`src/rtl/conv55_window_gen.sv`:
```
// conv55_window_gen: raster-order pixel stream -> sliding 5x5 window stream.
// Four line buffers supply the four rows above the incoming pixel. A 5x5
// shift register then builds each window, one column per accepted pixel.
//
// Handshake: a transfer happens on a rising edge where valid && ready.
//   - Input side: in_ready = !win_valid || win_ready. A pixel is taken only
//     when the output register is free or is being drained in the same cycle.
//   - Output side: win_valid/win_data/win_last hold stable until win_ready.
module conv55_window_gen #(
    parameter int DATA_W = 6,
    parameter int IMG_W  = 28,
    parameter int IMG_H  = 28
) (
    input  logic                  clk,
    input  logic                  rst_n,
    input  logic                  clear,
    input  logic                  in_valid,
    input  logic [DATA_W-1:0]     in_data,
    output logic                  in_ready,
    output logic                  win_valid,
    output logic [25*DATA_W-1:0]  win_data,
    input  logic                  win_ready,
    output logic                  win_last
);

    localparam int CW = (IMG_W > 1) ? $clog2(IMG_W) : 1;
    localparam int RW = (IMG_H > 1) ? $clog2(IMG_H) : 1;

    logic [CW-1:0]         col;
    logic [RW-1:0]         row;
    logic [DATA_W-1:0]     lb0 [IMG_W];
    logic [DATA_W-1:0]     lb1 [IMG_W];
    logic [DATA_W-1:0]     lb2 [IMG_W];
    logic [DATA_W-1:0]     lb3 [IMG_W];
    logic [25*DATA_W-1:0]  win_next;
    logic                  accept;
    logic                  col_end;
    logic                  row_end;
    logic                  emit;

    assign in_ready = !win_valid || win_ready;
    assign accept   = in_valid && in_ready && !clear;
    assign col_end  = (col == CW'(IMG_W - 1));
    assign row_end  = (row == RW'(IMG_H - 1));
    // Only once four full rows and four columns of this row are behind us
    // does the window lie entirely inside the image. This also keeps
    // columns left over from the previous row out of any emitted window.
    assign emit     = (row >= RW'(4)) && (col >= CW'(4));

    // Shift the window left one column; the new column enters at j=4, oldest row on top.
    always_comb begin
        win_next = '0;
        for (int i = 0; i < 5; i++) begin
            for (int j = 0; j < 4; j++) begin
                win_next[(i*5+j)*DATA_W +: DATA_W] = win_data[(i*5+j+1)*DATA_W +: DATA_W];
            end
        end
        win_next[4*DATA_W  +: DATA_W] = lb3[col];
        win_next[9*DATA_W  +: DATA_W] = lb2[col];
        win_next[14*DATA_W +: DATA_W] = lb1[col];
        win_next[19*DATA_W +: DATA_W] = lb0[col];
        win_next[24*DATA_W +: DATA_W] = in_data;
    end

    // Line buffers age by one row at the current column on every accepted pixel.
    always_ff @(posedge clk) begin
        if (accept) begin
            lb3[col] <= lb2[col];
            lb2[col] <= lb1[col];
            lb1[col] <= lb0[col];
            lb0[col] <= in_data;
        end
    end

    // Raster position counters; wrap at end of row and end of frame.
    always_ff @(posedge clk or negedge rst_n) begin
        if (!rst_n) begin
            row <= '0;
            col <= '0;
        end else if (clear) begin
            row <= '0;
            col <= '0;
        end else if (accept) begin
            if (col_end) begin
                col <= '0;
                row <= row_end ? '0 : row + RW'(1);
            end else begin
                col <= col + CW'(1);
            end
        end
    end

    // Window register and output qualifiers; reloads back-to-back when drained and refilled together.
    always_ff @(posedge clk or negedge rst_n) begin
        if (!rst_n) begin
            win_data  <= '0;
            win_valid <= 1'b0;
            win_last  <= 1'b0;
        end else if (clear) begin
            win_data  <= '0;
            win_valid <= 1'b0;
            win_last  <= 1'b0;
        end else if (accept) begin
            win_data  <= win_next;
            win_valid <= emit;
            win_last  <= emit && row_end && col_end;
        end else if (win_ready) begin
            win_valid <= 1'b0;
            win_last  <= 1'b0;
        end
    end

endmodule

```
`config.mk`:
```
export PLATFORM = sky130hd
export DESIGN_NAME = conv55_window_gen
export DESIGN_NICKNAME = d
export VERILOG_FILES = /design/src/rtl/conv55_window_gen.sv
export SDC_FILE = /design/constraint.sdc
export NUM_CORES = 1
export LEC_CHECK = 0
export ABC_AREA = 1
export BUFFER_PORTS_ARGS = -buffer_cell sky130_fd_sc_hd__buf_4
export CELL_PAD_IN_SITES_DETAIL_PLACEMENT = 1
export CELL_PAD_IN_SITES_GLOBAL_PLACEMENT = 1
export CORE_MARGIN = 3
export CORE_UTILIZATION = 46
export DETAILED_ROUTE_END_ITERATION = 12
export GPL_ROUTABILITY_DRIVEN = 0
export PLACE_DENSITY = 0.85
export RECOVER_POWER = 100
export SYNTH_ARGS = -nofsm -noshare
export SYNTH_HDL_FRONTEND = slang
export SYNTH_SLANG_ARGS = --single-unit
```
`constraint.sdc`:
```
create_clock -name clk -period 3 [get_ports clk]
set_input_delay 0.15 -clock clk [delete_from_list [all_inputs] [get_ports clk]]
set_output_delay 0.15 -clock clk [all_outputs]
set_load 0.05 [all_outputs]
```
==> impl_metrics.json, run 1 <==
{
  "crit_family": "buffers and inverters",
  "dpl.hpwl_um": 66950,
  "cap_violations": 4,
  "area_growth_pct": 11.89,
  "synth-edff-count": 672,
  "worst_setup_path_end_kind": "flip-flop",
  "die-area_um2": 81000,
  "viasPerCell": 5.532,
  "stdcell_area_um2": 39950,
  "antenna_found_initial": 2,
  "vias": 26100,
  "clk_latency_ps": 660,
  "finalSetupViolations": 0,
  "switching_share_pct": 26.11,
  "clockPowerShare_pct": 40.5,
  "hold_violations": 0,
  "p_leak_uw": 0.01693,
  "ir_drop_uv": 522.9,
  "power_switching_uw": 7114,
  "worstMarginPinSlew_ps": 2075,
  "p_comb_share_pct": 11.1,
  "r2r_cells": 5,
  "whs_ps": 2.826,
  "ant_nets": 0,
  "fillers": 8382,
  "r2r_start": "col[1]",
  "dominantRegCellSynth": "edfxtp_1",
  "wirelength_um": 115300,
  "drc": 0,
  "placed_cell_area_um2": 37940,
  "period_needed_ps": 2980,
  "grt_use_total_pct": 28.43,
  "worstReg2RegEnd": "lb0[13][1]",
  "root_buffer": "clkbuf_16",
  "fin_nets": 3632,
  "fin_total_pwr_uw": 27250,
  "worst-path-buf-inv": 2,
  "dr.pass1.iters": 5,
  "path_cells": "inv_6, ha_1, nand2_1, nor2_1, clkbuf_2",
  "num_io_pins": 164,
  "arrival_ps": 3230,
  "startpoint_type": "flip-flop",
  "rsz0062_at_grt": "false",
  "pwr-share-seq_pct": 48.5,
  "violations": "max-capacitance violations, max-slew violations",
  "drive_gt1_share_pct": 7.189,
  "wl_per_cell_um": 24.43,
  "register_area_um2": 24240,
  "dieWidth_um": 284.6,
  "criticalPathCategory": "flip-flop to flip-flop",
  "numCtsBuffers": 86,
  "port_buffers": 163,
  "synth-async-reset-ratio_pct": 19.42,
  "core_um2": 76450,
  "synth_nets": 3533,
  "start_util_pct": 46.70,
  "hold_class": "input port to async pin",
  "grt_max_degree": 99,
  "clock_sinks": 834,
  "synth-seq-cells": 834,
  "grt_pass1_vias": 29000,
  "post-route-period-util_pct": 99.34,
  "cp.required_ps": 3250,
  "maxSlewHeadroom_pct": -38.34,
  "num_rows": 101,
  "worst_path_largest_cell_delay_ps": 640,
  "p_int_uw": 20130,
  "utilization_pct": 52.25,
  "ys_types": 26,
  "synth_area_um2": 35700,
  "fin_skew_ps": 42.40,
  "synth_cells": 3516,
  "htreeDepth": 3,
  "grt_pass1_wl_um": 175900,
  "critPathMaxFanout": 36,
  "die_h_um": 284.6,
  "cp_slowest_cell": "clkbuf_2",
  "report.final.slew_viol_count": 179,
  "setup_tns_ps": 0,
  "power_density_nw_per_um2": 682.0,
  "drt-initial-drc-count": 2615,
  "outcome": "complete, but fails checks",
  "postCtsSetupBuffers": 0,
  "clockBufferDepth": 3,
  "ys_seq_area_share_pct": 67.87,
  "fmax_mhz": 335.6,
  "overflow": 0,
  "avgSynthCellArea_um2": 10.15,
  "clkTransAtPathRegs_ps": 70,
  "yosys_warnings": 0,
  "cts_tree": "built",
  "multi_input_area_um2": 8058,
  "regToRegSetupSlack_ps": 20
}
-- power by group through the flow --
stage / registers, uW / logic (uW) / clock network, uW
6_report: 13200 / 3020 / 11000
4_1_cts: 13200 / 3090 / 11100
2_1_floorplan: 13400 / 1890 / 0
3_3_place_gp: 13400 / 2840 / 0
3_5_place_dp: 13400 / 3000 / 0
5_1_grt: 13200 / 3260 / 11600
-- Yosys cell counts, types with 2 or more instances --
cell type	count	share of area (%)
dfrtp_1	162	11
edfxtp_1	672	57
nand3_1	176	2.5
clkbuf_1	49	0.52
buf_1	12	0.13
a21oi_1	29	0.41
o21ai_0	128	1.8
inv_2	7	0.074
ha_1	6	0.21
nand4_1	3	0.053
o31ai_1	2	0.042
buf_6	11	0.35
buf_4	126	2.6
inv_1	469	4.9
o22ai_1	66	1.2
nand2_1	1347	14
nand3_2	9	0.25
buf_2	79	1.1
o21ai_1	4	0.056
nor3_1	5	0.070
nor2_1	149	1.6
-- cell type report --
cell class	count	share of cell area, %
diodes	1	0.006264
clock buffers	121	5.976
clock inverters	38	1.178
inverters	476	4.507
multi-input cells	1928	20.17
flip-flops and latches	834	60.68
well taps	1030	3.226
repair buffers	289	4.256
-- registers in the layout, summed over array words and instances, names as in the netlist --
register	flops
win_last	1
col	5
win_valid	1
lb3	168
lb2	168
lb0	168
row	5
lb1	168
win_data	150
-- worst reg2reg max path, delay by kind of cell, from the launching register on --
family,cells,cell delay [ps]
fa+ha+maj,1,250
buf+inv,2,1040
flops,1,630
simple gates,2,640
-- placed cells by master (no fill, tap or decap), types with 29 or more instances in the layout --
cell type,netlist,layout
clkbuf_2,0,31
o22ai_1,66,66
edfxtp_1,672,672
nand3_1,176,176
dfrtp_1,162,160
buf_4,126,41
o21ai_0,128,128
nand2_1,1347,1347
clkbuf_1,49,196
clkbuf_16,0,89
inv_1,469,469
nor2_1,149,137
a21oi_1,29,29
-- per-layer routing --
layer	part of all wire, %	GRT usage, %	vias up
met3	8.3	6.151	392
met5	0.010	0	-
met1	37	34.15	13130
met4	5.2	14.94	2
li1	-	-	11300
met2	50	48.12	1278
-- kinds of logic after synthesis --
family,synth area share (%)
simple gates,18.67
compound gates,3.455
fa+ha+maj,0.2103
flops,67.87
buf+inv,9.791
-- worst max-delay path by stage --
stage	from	cells after the start	end	slack, ps
2_1_floorplan	win_valid	6	lb0[0][0]	-280
4_1_cts	col[0]	9	lb2[13][4]	190
6_report	col[1]	5	lb0[13][1]	20
5_1_grt	col[1]	5	lb0[13][1]	6
3_5_place_dp	col[0]	9	lb2[5][4]	220
3_3_place_gp	col[0]	9	lb2[4][4]	360
-- through the flow --
stage | std cells | setup slack, ps
2_1_floorplan | 3516 | -280.5
3_3_place_gp | 4547 | 359.9
3_5_place_dp | 4547 | 223.8
4_1_cts | 4716 | 186.4
5_1_grt | 4716 | 6.348
6_report | 4717 | 19.83
-- repair_timing --
item                                    in CTS  in global routing
endpoints found under the hold margin      341                  0
hold buffers                                10                  0
endpoints found under the setup margin       0                  2
resized for setup                            0                  2
(Power assumes the default switching activity.)
==> inputs of run 2 (changes only) <==
==> constraint.sdc (replaced) <==
create_clock -name clk -period 3.75 [get_ports clk]
set_input_delay 0.5625 -clock clk [delete_from_list [all_inputs] [get_ports clk]]
set_output_delay 0.5625 -clock clk [all_outputs]
set_load 0.05 [all_outputs]
==> run 2 against run 1 <==
- the flow still finishes with violations (max-capacitance violations, max-slew violations)
- sequential cell count is the same
- first-iteration DRC count up 4.8%
- register-to-register slack better by 170 ps
- non-clock buffer count decreased by 28
- clock-buffer cell count is 20 lower
- critical path depth did not move
- clock power shrank 21%
- worst hold slack improved by 87 ps
==> impl_metrics.json, run 2 (same netlist as run 1, synthesis figures left out) <==
{
  "p_leak_uw": 0.01674,
  "post-route-period-util_pct": 95.02,
  "drc": 0,
  "viasPerCell": 5.554,
  "fin_nets": 3603,
  "core_um2": 76450,
  "root_buffer": "clkbuf_16",
  "maxSlewHeadroom_pct": -45.06,
  "fin_skew_ps": 35.78,
  "grt_use_total_pct": 28.36,
  "fillers": 8365,
  "clockBufferDepth": 3,
  "antenna_found_initial": 1,
  "diodes": 0,
  "hold_class": "input port to flip-flop",
  "area_growth_pct": 10.73,
  "placed_cell_area_um2": 37690,
  "cts_tree": "built",
  "dieWidth_um": 284.6,
  "overflow": 0,
  "fmax_mhz": 280.6,
  "hold_violations": 0,
  "r2r_start": "col[0]",
  "criticalPathCategory": "flip-flop to flip-flop",
  "grt.met2_usage_pct": 48.53,
  "grt-busiest-layer": "met2",
  "min_to": "win_valid",
  "postCtsSetupBuffers": 0,
  "rsz0062_at_grt": "false",
  "final_cell_mix": "1347 x nand2_1, 672 x edfxtp_1, 469 x inv_1",
  "grt_pass1_vias": 28520,
  "report.final.slew_viol_count": 376,
  "place_ws_ps": 428.6,
  "finalWorstSetupSlack_ps": 186.8,
  "die-area_um2": 81000,
  "htreeDepth": 3,
  "vias": 26040,
  "r2r_cells": 5,
  "ant_nets": 0,
  "num_rows": 101,
  "violations": "max-capacitance violations, max-slew violations",
  "mostFrequentLayoutCell": "nand2_1",
  "wl_per_cell_um": 24.68,
  "stdcell_area_um2": 39530,
  "numCtsBuffers": 85,
  "ir_drop_uv": 448.0,
  "regToRegSetupSlack_ps": 190,
  "use_met1_pct": 33.84,
  "whs_path_depth": 2,
  "port_buffers": 163,
  "wirelength_um": 115700,
  "dpl.hpwl_um": 65290,
  "dr.pass1.iters": 7,
  "drt-initial-drc-count": 2741,
  "finalSetupViolations": 0,
  "hp-start": "clear",
  "clk_latency_ps": 680,
  "worst_setup_path_end_kind": "flip-flop",
  "num_io_pins": 164,
  "outcome": "complete, but fails checks",
  "clkTransAtPathRegs_ps": 70,
  "start_util_pct": 46.70,
  "power_density_nw_per_um2": 546.9,
  "cp.required_ps": 4040,
  "grtUsageMet3_pct": 5.477,
  "clock_sinks": 834,
  "startpoint_type": "flip-flop",
  "die_h_um": 284.6,
  "period_needed_ps": 3563,
  "setup_tns_ps": 0,
  "grt_pass1_wl_um": 175100,
  "critPathMaxFanout": 89,
  "cap_violations": 11,
  "arrival_ps": 3850,
  "worstMarginPinSlew_ps": 2176,
  "worstReg2RegEnd": "lb0[2][1]",
  "grt_max_degree": 99,
  "drive_gt1_share_pct": 6.397,
  "cts_resized": 0
}
[run 2: changes by cell type in the layout (fill, tap and decap cells not counted), sizes merged]
cell         change
clkbuf          -28
bufinv           -1
dlygate4sd3      -9
inv              +8
clkinv          +17
diode            -1
buf             -11
clkinvlp         -4
[run 2: report_power, final]
part	leakage [uW]	switching [uW]	total (uW)	internal, uW
sequential	0.00827	109	10600	10500
combinational	0.00710	1900	2360	459
clock	0.00137	3820	8690	4870
[run 2: worst max-delay path by stage]
stage	start	to	slack (ps)	depth (start not counted)
global route	col[0]	win_data[54]	100	12
CTS	col[0]	lb2[11][4]	340	9
finish	col[0]	lb0[2][1]	190	5
floorplan	win_valid	lb0[0][0]	470	6
detailed placement	col[0]	lb2[22][4]	430	9
global placement	col[0]	lb2[22][4]	620	9
[run 2: per-stage QoR]
step                util [%]  cells  total power, uW  hold WS [ps]
floorplan                  -   3516            12210         266.9
global route           51.71   4688            22250         83.33
CTS                    52.94   4688            21730         73.33
global placement       49.30   4528            12960         469.6
finish                 51.71   4688            21620         89.48
detailed placement     49.30   4528            13080         475.4
[run 2: what timing repair did]
item / CTS / global route
endpoints found under the hold margin: 81 / 0
hold buffers: 1 / 0
setup endpoints to repair: 0 / 0
[run 2: final cells by class]
cell class / instances / area (um2) / area share, %
Clock buffer: 101 / 2207 / 5.583
Clock inverter: 58 / 566.8 / 1.434
Inverter: 476 / 1799 / 4.551
Multi-Input combinational cell: 1928 / 8035 / 20.32
Sequential cell: 834 / 24240 / 61.32
Tap cell: 1030 / 1289 / 3.260
Timing Repair Buffer: 261 / 1396 / 3.532
[run 2: layer usage]
metal  vias up  share of wire (%)
li1      11230                  -
met1     13100                 37
met2      1323                 50
met3       380                8.0
met4         0                5.4
met5         -                  0
[run 2: worst max-delay path, stage by stage (launching register included)]
cell and delay [ps]:
dfrtp_4 650, inv_8 480, ha_1 270, nand2_1 240
nor2_2 910, clkbuf_2 610
